`src/rtl/cpu_pkg.sv`:
```
// Shared ISA definitions for the 8-bit pipeline: opcodes, ALU encodings, shift FSM states.
// Latency: n/a (types, constants and a pure decode function only).
// Backpressure: n/a.
package cpu_pkg;

    localparam int ISA_W = 8;

    // Four-bit major opcodes (IR[3:0])
    localparam logic [3:0] OP_LOAD  = 4'b0000;
    localparam logic [3:0] OP_STORE = 4'b0010;
    localparam logic [3:0] OP_ADD   = 4'b0100;
    localparam logic [3:0] OP_SUB   = 4'b0110;
    localparam logic [3:0] OP_NAND  = 4'b1000;
    localparam logic [3:0] OP_BZ    = 4'b0101;
    localparam logic [3:0] OP_BNZ   = 4'b1001;
    localparam logic [3:0] OP_BPZ   = 4'b1101;
    localparam logic [3:0] OP_STOP  = 4'b0001;
    localparam logic [3:0] OP_NOP   = 4'b1010;

    // Three-bit minor opcodes (IR[2:0]); these take priority over the major table
    localparam logic [2:0] OP3_ORI   = 3'b111;
    localparam logic [2:0] OP3_SHIFT = 3'b011;

    // ALU operation select
    localparam logic [2:0] ALU_ADD  = 3'd0;
    localparam logic [2:0] ALU_SUB  = 3'd1;
    localparam logic [2:0] ALU_NAND = 3'd2;
    localparam logic [2:0] ALU_OR   = 3'd3;
    localparam logic [2:0] ALU_PASS = 3'd7;

    typedef enum logic {
        SH_IDLE  = 1'b0,
        SH_SHIFT = 1'b1
    } shift_state_e;

    // One-hot instruction class; all zero means NOP (including unknown opcodes)
    typedef struct packed {
        logic load;
        logic store;
        logic add;
        logic sub;
        logic nand_op;
        logic ori;
        logic shift;
        logic bz;
        logic bnz;
        logic bpz;
        logic stop;
    } dec_t;

    function automatic dec_t decode(input logic [ISA_W-1:0] ir);
        dec_t d;
        d = '0;
        if (ir[2:0] == OP3_ORI) begin
            d.ori = 1'b1;
        end else if (ir[2:0] == OP3_SHIFT) begin
            d.shift = 1'b1;
        end else begin
            case (ir[3:0])
                OP_LOAD:  d.load    = 1'b1;
                OP_STORE: d.store   = 1'b1;
                OP_ADD:   d.add     = 1'b1;
                OP_SUB:   d.sub     = 1'b1;
                OP_NAND:  d.nand_op = 1'b1;
                OP_BZ:    d.bz      = 1'b1;
                OP_BNZ:   d.bnz     = 1'b1;
                OP_BPZ:   d.bpz     = 1'b1;
                OP_STOP:  d.stop    = 1'b1;
                default:  d = '0;
            endcase
        end
        return d;
    endfunction

endpackage

```
`src/rtl/ex_shift_seq.sv`:
```
// Multi-cycle shift sequencer: one shifter step per cycle for IR[5:4] cycles.
// Latency: shift_en is combinational from the EX slot; counter/state registered.
// Backpressure: shift_stall holds the EX slot for all but the last shift cycle.
module ex_shift_seq
    import cpu_pkg::*;
#(
    parameter int SHAMT_W = 2
) (
    input  logic               clock,
    input  logic               reset,
    input  logic               start_vld,
    input  logic [SHAMT_W-1:0] amount,
    output logic               shift_en,
    output logic               shift_stall
);

    localparam logic [SHAMT_W-1:0] ONE = SHAMT_W'(1);

    shift_state_e       state_q, state_d;
    logic [SHAMT_W-1:0] cnt_q, cnt_d;

    // State and remaining-step counter; reset aborts any shift in progress
    always_ff @(posedge clock or negedge reset) begin
        if (!reset) begin
            state_q <= SH_IDLE;
            cnt_q   <= '0;
        end else begin
            state_q <= state_d;
            cnt_q   <= cnt_d;
        end
    end

    // First shift cycle is taken in IDLE; SHIFT counts down the remaining steps
    always_comb begin
        state_d     = state_q;
        cnt_d       = cnt_q;
        shift_en    = 1'b0;
        shift_stall = 1'b0;
        case (state_q)
            SH_IDLE: begin
                if (start_vld && amount != '0) begin
                    shift_en = 1'b1;
                    if (amount > ONE) begin
                        shift_stall = 1'b1;
                        state_d     = SH_SHIFT;
                        cnt_d       = amount - ONE;
                    end
                end
            end
            SH_SHIFT: begin
                shift_en    = 1'b1;
                shift_stall = (cnt_q > ONE);
                cnt_d       = cnt_q - ONE;
                if (cnt_q <= ONE) begin
                    state_d = SH_IDLE;
                    cnt_d   = '0;
                end
            end
            default: begin
                state_d = SH_IDLE;
                cnt_d   = '0;
            end
        endcase
    end

endmodule

```
`src/rtl/ex_wb_control.sv`:
```
// EX/WB stage control: decodes the EX slot, resolves branches, sequences shifts, issues RF write-back.
// Latency: EX controls in the cycle after accept, WB (ir4_out/rf_write/rf_wsel) one cycle later.
// Backpressure: stall during multi-cycle shifts and STOP/halt; flush on a taken branch drops ir3_in.
// Optional: define EX_FORWARD_EN to add the fwd_a/fwd_b forwarding hints.
module ex_wb_control
    import cpu_pkg::*;
#(
    parameter int IR_W    = ISA_W,
    parameter int SHAMT_W = 2
) (
    input  logic            clock,
    input  logic            reset,
    input  logic [IR_W-1:0] ir3_in,
    input  logic            ir3_valid,
    input  logic            flag_z,
    input  logic            flag_n,
    output logic [2:0]      alu_op,
    output logic            alu_src_imm,
    output logic            shift_en,
    output logic            shift_dir,
    output logic            mem_read,
    output logic            mem_write,
    output logic            flag_write,
    output logic            stall,
    output logic            flush,
    output logic            branch_taken,
    output logic [IR_W-1:0] ir4_out,
    output logic            rf_write,
    output logic [1:0]      rf_wsel,
    output logic            halted
`ifdef EX_FORWARD_EN
    ,
    output logic            fwd_a,
    output logic            fwd_b
`endif
);

    logic            ex_vld_q;
    logic [IR_W-1:0] ex_ir_q;
    logic [IR_W-1:0] wb_ir_q;
    logic            wb_we_q;
    logic [1:0]      wb_sel_q;
    logic            halted_q;

    dec_t ex_dec;
    logic shift_stall;
    logic accept;
    logic ex_done;
    logic ex_writes;

    // Decode of the occupied EX slot; an empty slot decodes to all-zero controls
    always_comb begin
        ex_dec = '0;
        if (ex_vld_q) begin
            ex_dec = decode(ex_ir_q);
        end
    end

    ex_shift_seq #(
        .SHAMT_W (SHAMT_W)
    ) u_shift (
        .clock       (clock),
        .reset       (reset),
        .start_vld   (ex_dec.shift),
        .amount      (ex_ir_q[4 +: SHAMT_W]),
        .shift_en    (shift_en),
        .shift_stall (shift_stall)
    );

    // ALU select: bubbles drive 0, non-ALU instructions pass operand through
    always_comb begin
        alu_op = ALU_ADD;
        if (ex_vld_q) begin
            if (ex_dec.add)          alu_op = ALU_ADD;
            else if (ex_dec.sub)     alu_op = ALU_SUB;
            else if (ex_dec.nand_op) alu_op = ALU_NAND;
            else if (ex_dec.ori)     alu_op = ALU_OR;
            else                     alu_op = ALU_PASS;
        end
    end

    assign alu_src_imm  = ex_dec.ori;
    assign shift_dir    = ex_dec.shift & ex_ir_q[3];
    assign mem_read     = ex_dec.load;
    assign mem_write    = ex_dec.store;
    // Shifts update flags on every step so Z/N track the partially shifted value
    assign flag_write   = ex_dec.add | ex_dec.sub | ex_dec.nand_op | ex_dec.ori | ex_dec.shift;
    assign branch_taken = (ex_dec.bz & flag_z) | (ex_dec.bnz & ~flag_z) | (ex_dec.bpz & ~flag_n);
    assign flush        = branch_taken;
    assign stall        = shift_stall | ex_dec.stop | halted_q;

    assign accept    = ir3_valid & ~stall & ~flush & ~halted_q;
    assign ex_done   = ex_vld_q & ~shift_stall;
    assign ex_writes = ex_dec.load | ex_dec.add | ex_dec.sub | ex_dec.nand_op
                     | ex_dec.ori | ex_dec.shift;

    // EX slot: held while a shift is still stepping, otherwise refilled or emptied
    always_ff @(posedge clock or negedge reset) begin
        if (!reset) begin
            ex_vld_q <= 1'b0;
            ex_ir_q  <= '0;
        end else if (!shift_stall) begin
            ex_vld_q <= accept;
            if (accept) begin
                ex_ir_q <= ir3_in;
            end
        end
    end

    // WB slot: one-cycle image of the instruction that just left EX
    always_ff @(posedge clock or negedge reset) begin
        if (!reset) begin
            wb_ir_q  <= '0;
            wb_we_q  <= 1'b0;
            wb_sel_q <= 2'd0;
        end else begin
            wb_ir_q  <= ex_done ? ex_ir_q : '0;
            wb_we_q  <= ex_done & ex_writes;
            wb_sel_q <= (ex_done & ex_writes) ? (ex_dec.ori ? 2'd1 : ex_ir_q[IR_W-1 -: 2]) : 2'd0;
        end
    end

    // Sticky halt once STOP has passed through EX
    always_ff @(posedge clock or negedge reset) begin
        if (!reset) begin
            halted_q <= 1'b0;
        end else if (ex_dec.stop) begin
            halted_q <= 1'b1;
        end
    end

    assign ir4_out = wb_ir_q;
    assign rf_write = wb_we_q;
    assign rf_wsel  = wb_sel_q;
    assign halted   = halted_q;

`ifdef EX_FORWARD_EN
    // Forward when the register an EX operand reads is being written back this cycle
    assign fwd_a = (ex_dec.add | ex_dec.sub | ex_dec.nand_op | ex_dec.store | ex_dec.shift)
                 & wb_we_q & (wb_sel_q == ex_ir_q[7:6]);
    assign fwd_b = (ex_dec.add | ex_dec.sub | ex_dec.nand_op)
                 & wb_we_q & (wb_sel_q == ex_ir_q[5:4]);
`else
    // No forwarding paths: upstream inserts bubbles to cover read-after-write hazards.
`endif

endmodule
```
`config.mk`:
```
export PLATFORM = sky130hd
export DESIGN_NAME = ex_wb_control
export DESIGN_NICKNAME = d
export VERILOG_FILES = /design/src/rtl/cpu_pkg.sv /design/src/rtl/ex_shift_seq.sv /design/src/rtl/ex_wb_control.sv
export SDC_FILE = /design/constraint.sdc
export NUM_CORES = 1
export LEC_CHECK = 0
export BUFFER_PORTS_ARGS = -buffer_cell sky130_fd_sc_hd__buf_2
export CAP_MARGIN = 5
export CORE_MARGIN = 5
export CORE_UTILIZATION = 35
export CTS_CLUSTER_DIAMETER = 40
export CTS_CLUSTER_SIZE = 30
export DETAILED_ROUTE_END_ITERATION = 10
export GPL_TIMING_DRIVEN = 0
export PLACE_DENSITY = 0.68
export RECOVER_POWER = 100
export SETUP_SLACK_MARGIN = 0.15
export SKIP_LAST_GASP = 1
export SYNTH_ARGS = -nofsm -noshare
export SYNTH_HDL_FRONTEND = slang
export SYNTH_SLANG_ARGS = --single-unit
```
`constraint.sdc`:
```
create_clock -name clock -period 4.4 [get_ports clock]
set_input_delay 0.88 -clock clock [delete_from_list [all_inputs] [get_ports clock]]
set_output_delay 0.88 -clock clock [all_outputs]
set_load 0.1 [all_outputs]
```
### Word level (Yosys, flattened, before mapping)

Cells that the tools add are included.

| word-level totals | value |
|---|---|
| bits in registers | 24 |
| input port bits | 13 |
| output and inout bits | 24 |

| cells by class | value |
|---|---|
| add/subtract/negate cells | 2 |
| order comparisons | 3 |
| eq/ne operators | 12 |
| muxes and demuxes | 35 |
| bitwise gates (word level) | 29 |
| reduce and logical (&&, ||, !) cells | 5 |

Operator list:

| cell | count |
|---|---|
| 1-bit two-way mux | 15 |
| 3-bit two-way mux | 5 |
| 1-bit OR | 13 |
| 4-bit by 3-bit == test with 1-bit output (second input constant) | 3 |
| 4-bit == test (second input constant) | 3 |
| 11-bit two-way mux | 1 |
| 2-bit two-way mux | 5 |
| 5-bit two-way mux | 2 |
| 1-bit AND | 9 |
| 8-bit two-way mux | 1 |
| 1-bit inverter | 7 |
| 6-bit two-way mux | 1 |
| 1-bit one-hot mux with 2 select lines | 3 |
| 4-bit by 1-bit == test with 1-bit output (second input constant) | 1 |
| 4-bit by 2-bit == test with 1-bit output (second input constant) | 1 |
| 2-bit by 1-bit greater-than comparator with 1-bit output (second input constant) | 2 |
| 4-bit logical NOT | 1 |
| 4-bit two-way mux | 1 |
| 2-bit by 1-bit != test with 1-bit output (second input constant) | 2 |
| 2-bit one-hot mux with 2 select lines | 1 |
| 2-bit AND reduction | 2 |
| 2-bit by 1-bit subtractor with 2-bit output (second input constant) | 2 |
| 3-bit by 2-bit == test with 1-bit output (second input constant) | 1 |
| 3-bit == test (second input constant) | 1 |
| 3 further kinds | 3 |

### Longest topological paths before layout

| depth | value |
|---|---|
| depth in word-level cells | 15 |
| mapped depth | 7 |

### By module

Synthesis repeated with hierarchy kept, for this count alone.

| unflattened totals | value |
|---|---|
| cells, all modules | 97 |
| area total of the unflattened synthesis | 1168.6 um2 |

By module, submodules not included:

| module | times used | cells each | area each (um2) | sequential area each (um2) |
|---|---|---|---|---|
| ex_wb_control | 1 | 80 | 980.9 | 525.5 |
| ex_shift_seq | 1 | 17 | 187.7 | 75.1 |

### Worst setup path after synthesis

OpenSTA, ideal clock, no wires.

| timing path | value |
|---|---|
| path type | input -> output |
| from | in flag_n |
| to | out flush |
| data arrival time | 3.362 ns |
| setup slack | 0.158 ns |
| stages | 3 |
| buffers on the path | 1 |
| cells stage by stage | and3_1 -> nor4_2 -> buf_4 |

| on the way | value |
|---|---|
| cells in the longest elaborated chain, start to end | 3 |

Ends and longest elaborated chain:

| item | line | text |
|---|---|---|
| start, declared | ex_wb_control.sv:16 | `input logic flag_n,` |
| 1-bit inverter | ex_wb_control.sv:88 | `assign branch_taken = (ex_dec.bz & flag_z) \| (ex_dec.bnz & ~flag_z) \| (ex_dec.bpz & ~flag_n);` |
| 1-bit AND | ex_wb_control.sv:88 |  |
| 1-bit OR | ex_wb_control.sv:88 |  |
| end, declared | ex_wb_control.sv:25 | `output logic flush,` |

Every way passes these cells.

### Worst setup path in the final report

| timing path | value |
|---|---|
| from | reg ex_ir_q[4] |
| to | out stall |

| on the way | value |
|---|---|
| cells in the longest elaborated chain, start to end | 6 |

Ends and longest elaborated chain:

| item | line | text |
|---|---|---|
| start, declared | ex_wb_control.sv:39 | `logic [IR_W-1:0] ex_ir_q;` |
| start signal, assigned | ex_wb_control.sv:105 | `ex_ir_q <= ir3_in;` |
| 2-bit by 1-bit greater-than comparator with 1-bit output / 2-bit nonzero test (equally long branches) | ex_shift_seq.sv:43, ex_shift_seq.sv:41 |  |
| 1-bit two-way mux / 1-bit logical AND (equally long branches) | ex_shift_seq.sv:43, ex_shift_seq.sv:41 |  |
| 1-bit two-way mux * | ex_shift_seq.sv:41 | `if (start_vld && amount != '0) begin` |
| 1-bit one-hot mux with 2 select lines * | ex_shift_seq.sv:39 | `case (state_q)` |
| named net shift_stall | ex_wb_control.sv:46 | `logic shift_stall;` |
| 1-bit OR * (2 in series) | ex_wb_control.sv:90 | `assign stall = shift_stall \| ex_dec.stop \| halted_q;` |
| end, declared | ex_wb_control.sv:24 | `output logic stall,` |

The timed path passes the listed nets; every way through them passes the cells marked *.

==> impl_metrics.csv <==
group,metric,value,unit
die,die_h,67.3,µm
clocking,post-cts-setup-buffers,0,
placement,place_congestion,0.796,
placement,hpwl,1750,µm
sta,slew-limit-headroom,20.3,%
clocking,clk_path_buf_depth,2,
hold_path,hp-class,"reg2reg",
synth,synth_area_leaders,"dfrtp_1, mux2_4, and2_1",
clocking,cts_root_buffer,"clkbuf_4",
layout,area_delta_synth_final,15.9,%
critical_path,worstPathArrival,2870,ps
clocking,clk_pin_slew_worst_paths,110,ps
global_routing,grtUsageTotal,11.0,%
synth,yosysSeqAreaShare,52.3,%
synth,yosysWarnings,0,
sta,slew_viol_final,0,
clocking,cts_tree,"yes",
drt,drt-initial-drc-count,42,
synth,synthArstFlopShare,100,%
die,pin_count,37,
layout,nNetsFinal,150,
sta,hold_viol,0,
sta,fin_crit,3750,ps
global_routing,antenna_found_initial,0,
critical_path,criticalPathCategory,"reg2out",
drt,viasPerCell,4.63,
sta,tns,0,ps
sta,min_period_over_period,85.2,%
drt,vias,820,
synth,synth_top_area_share,52.3,%
layout,fillerInstances,329,
global_routing,grt_pass1_wl,3620,µm
layout,final_cell_area,0.00133,mm²
global_routing,grt-ovfl-total,0,
die,num_rows,20,
drt,route.final.wire_length,2280,µm
clocking,htree_levels,1,
clocking,cts_resized,0,
layout,final_common_cell,"clkbuf_1",
run_status,status,"complete, no violations",
critical_path,critPathMaxFanout,8,
hold_path,whs_path_depth,1,
sta,rsz0062_at_grt,"false",
synth,ys.flop_type,"dfrtp_1",
clocking,cts_sinks,24,
synth,yosysTopAreaCell,"dfrtp_1",
critical_path,r2r_cells,7,
placement,port_buffers,36,
clocking,worst_skew_pair.late_latency,300,ps
sta,final.setup_skew,2.71,ps
global_routing,grt_max_degree,25,
layout,layout_common_cells,"clkbuf_1, dfrtp_1, buf_2",
layout,n_antenna_cell,0,
run,cap_violations,0,
synth,synth.distinct_cells,37,
critical_path,critPathRequiredTime,3520,ps
sta,tightest_slew,1200,ps
synth,avgSynthCellArea,12.2,µm²
sta,setup_viol,0,
die,die_area,0.00453,mm²
die,start_util,37.0,%
synth,syn-num-nets,109,
global_routing,grt_pass1_vias,800,
layout,drive_gt1_share,15.0,%
die,coreArea,0.00310,mm²
critical_path,startpoint_type,"flop",
synth,synthCells,94,
drt,drt_first_pass_iters,4,
sta,max_freq,267,MHz
placement,place_area,0.00138,mm²
drt,wl_per_cell,12.9,µm
clocking,hold_buffers,0,
drt,ant_nets,0,
critical_path,crit_path_end_kind,"output pin",
synth,synth_edf_count,0,
clocking,cts-buffers-inserted,3,
synth,ys_seq_elements,24,
die,die_w,67.3,µm
synth,synthesis.area,0.00115,mm²
drt,drc_errors,0,
## kinds of logic (layout without fill, tap and decap cells)
| family | after synthesis | count (layout) | synth area share [%] |
|---|---|---|---|
| buf+inv | 14 | 53 | 5.99 |
| xor+xnor | 1 | 1 | 0.763 |
| mux | 10 | 10 | 12.3 |
| simple gates | 27 | 27 | 15.4 |
| flops | 24 | 24 | 52.3 |
| compound gates | 16 | 16 | 11.1 |
| fa+ha+maj | 2 | 2 | 2.18 |
## per-layer routing
| layer | up-vias | wire length [µm] | global-route usage (%) |
|---|---|---|---|
| li1 | 405 | - | - |
| met1 | 381 | 1060 | 14.0 |
| met2 | 30 | 948 | 16.8 |
| met3 | 4 | 208 | 3.00 |
| met4 | 0 | 58 | 6.08 |
| met5 | - | 0 | 0 |
## synthesized netlist by cell type (2+ instances only)
master    instances
buf_2             3
nand2b_1          2
dfrtp_1          24
a21oi_1           4
inv_1             8
mux2_4            8
nor2_1            4
nor3_1            5
ha_1              2
o21a_1            2
and2_1            5
and3_1            2
## layout make-up
cell class	count	area [µm²]	area share, %
repair buffers	36	149	11.2
multi-input cells	56	445	33.5
plain buffers	6	28.8	2.16
inverters	8	30.0	2.26
clock buffers	3	22.5	1.69
well taps	44	55.1	4.14
flip-flops and latches	24	601	45.1
## worst paths after layout
check                      slack (ps)              startpoint                endpoint
max in group asynchronous        2900                   reset  ex_ir_q[5]$_DFFE_PN0P_
setup / recovery                  650  ex_ir_q[4]$_DFFE_PN0P_                   stall
setup reg to reg                 1940  ex_ir_q[4]$_DFFE_PN0P_  ex_ir_q[1]$_DFFE_PN0P_
hold reg to reg                   530  ex_ir_q[6]$_DFFE_PN0P_    rf_wsel[0]$_DFF_PN0_
hold / removal                    530  ex_ir_q[6]$_DFFE_PN0P_    rf_wsel[0]$_DFF_PN0_
min in group asynchronous         790                   reset  ex_ir_q[7]$_DFFE_PN0P_
## flip-flops by register name, indices dropped and copies added, names as in the netlist
signal,count
ex_ir_q,8
ex_vld_q,1
halted,1
ir4_out,8
rf_write,1
rf_wsel,2
u_shift.cnt_q,2
u_shift.state_q,1
## worst max-delay path, stage by stage, from the launching register on
cell	delay, ps
dfrtp_1	430
inv_1	80
ha_1	220
or4b_1	590
o21ai_4	250
nand2b_1	140
clkbuf_1	860
## stage by stage
stage          hold WS, ps  cells  utilization (%)  worst slack [ps]
4_1_cts                540    177             45.3              1110
6_report               532    177             42.9               651
3_5_place_dp           517    174             44.6              1480
3_3_place_gp           500    174             44.6              1490
2_1_floorplan          469     94                -               158
5_1_grt                562    177             42.9               518
Power is not shown: default switching activity piles up to over one toggle a cycle in this logic, so the estimate is an artifact.
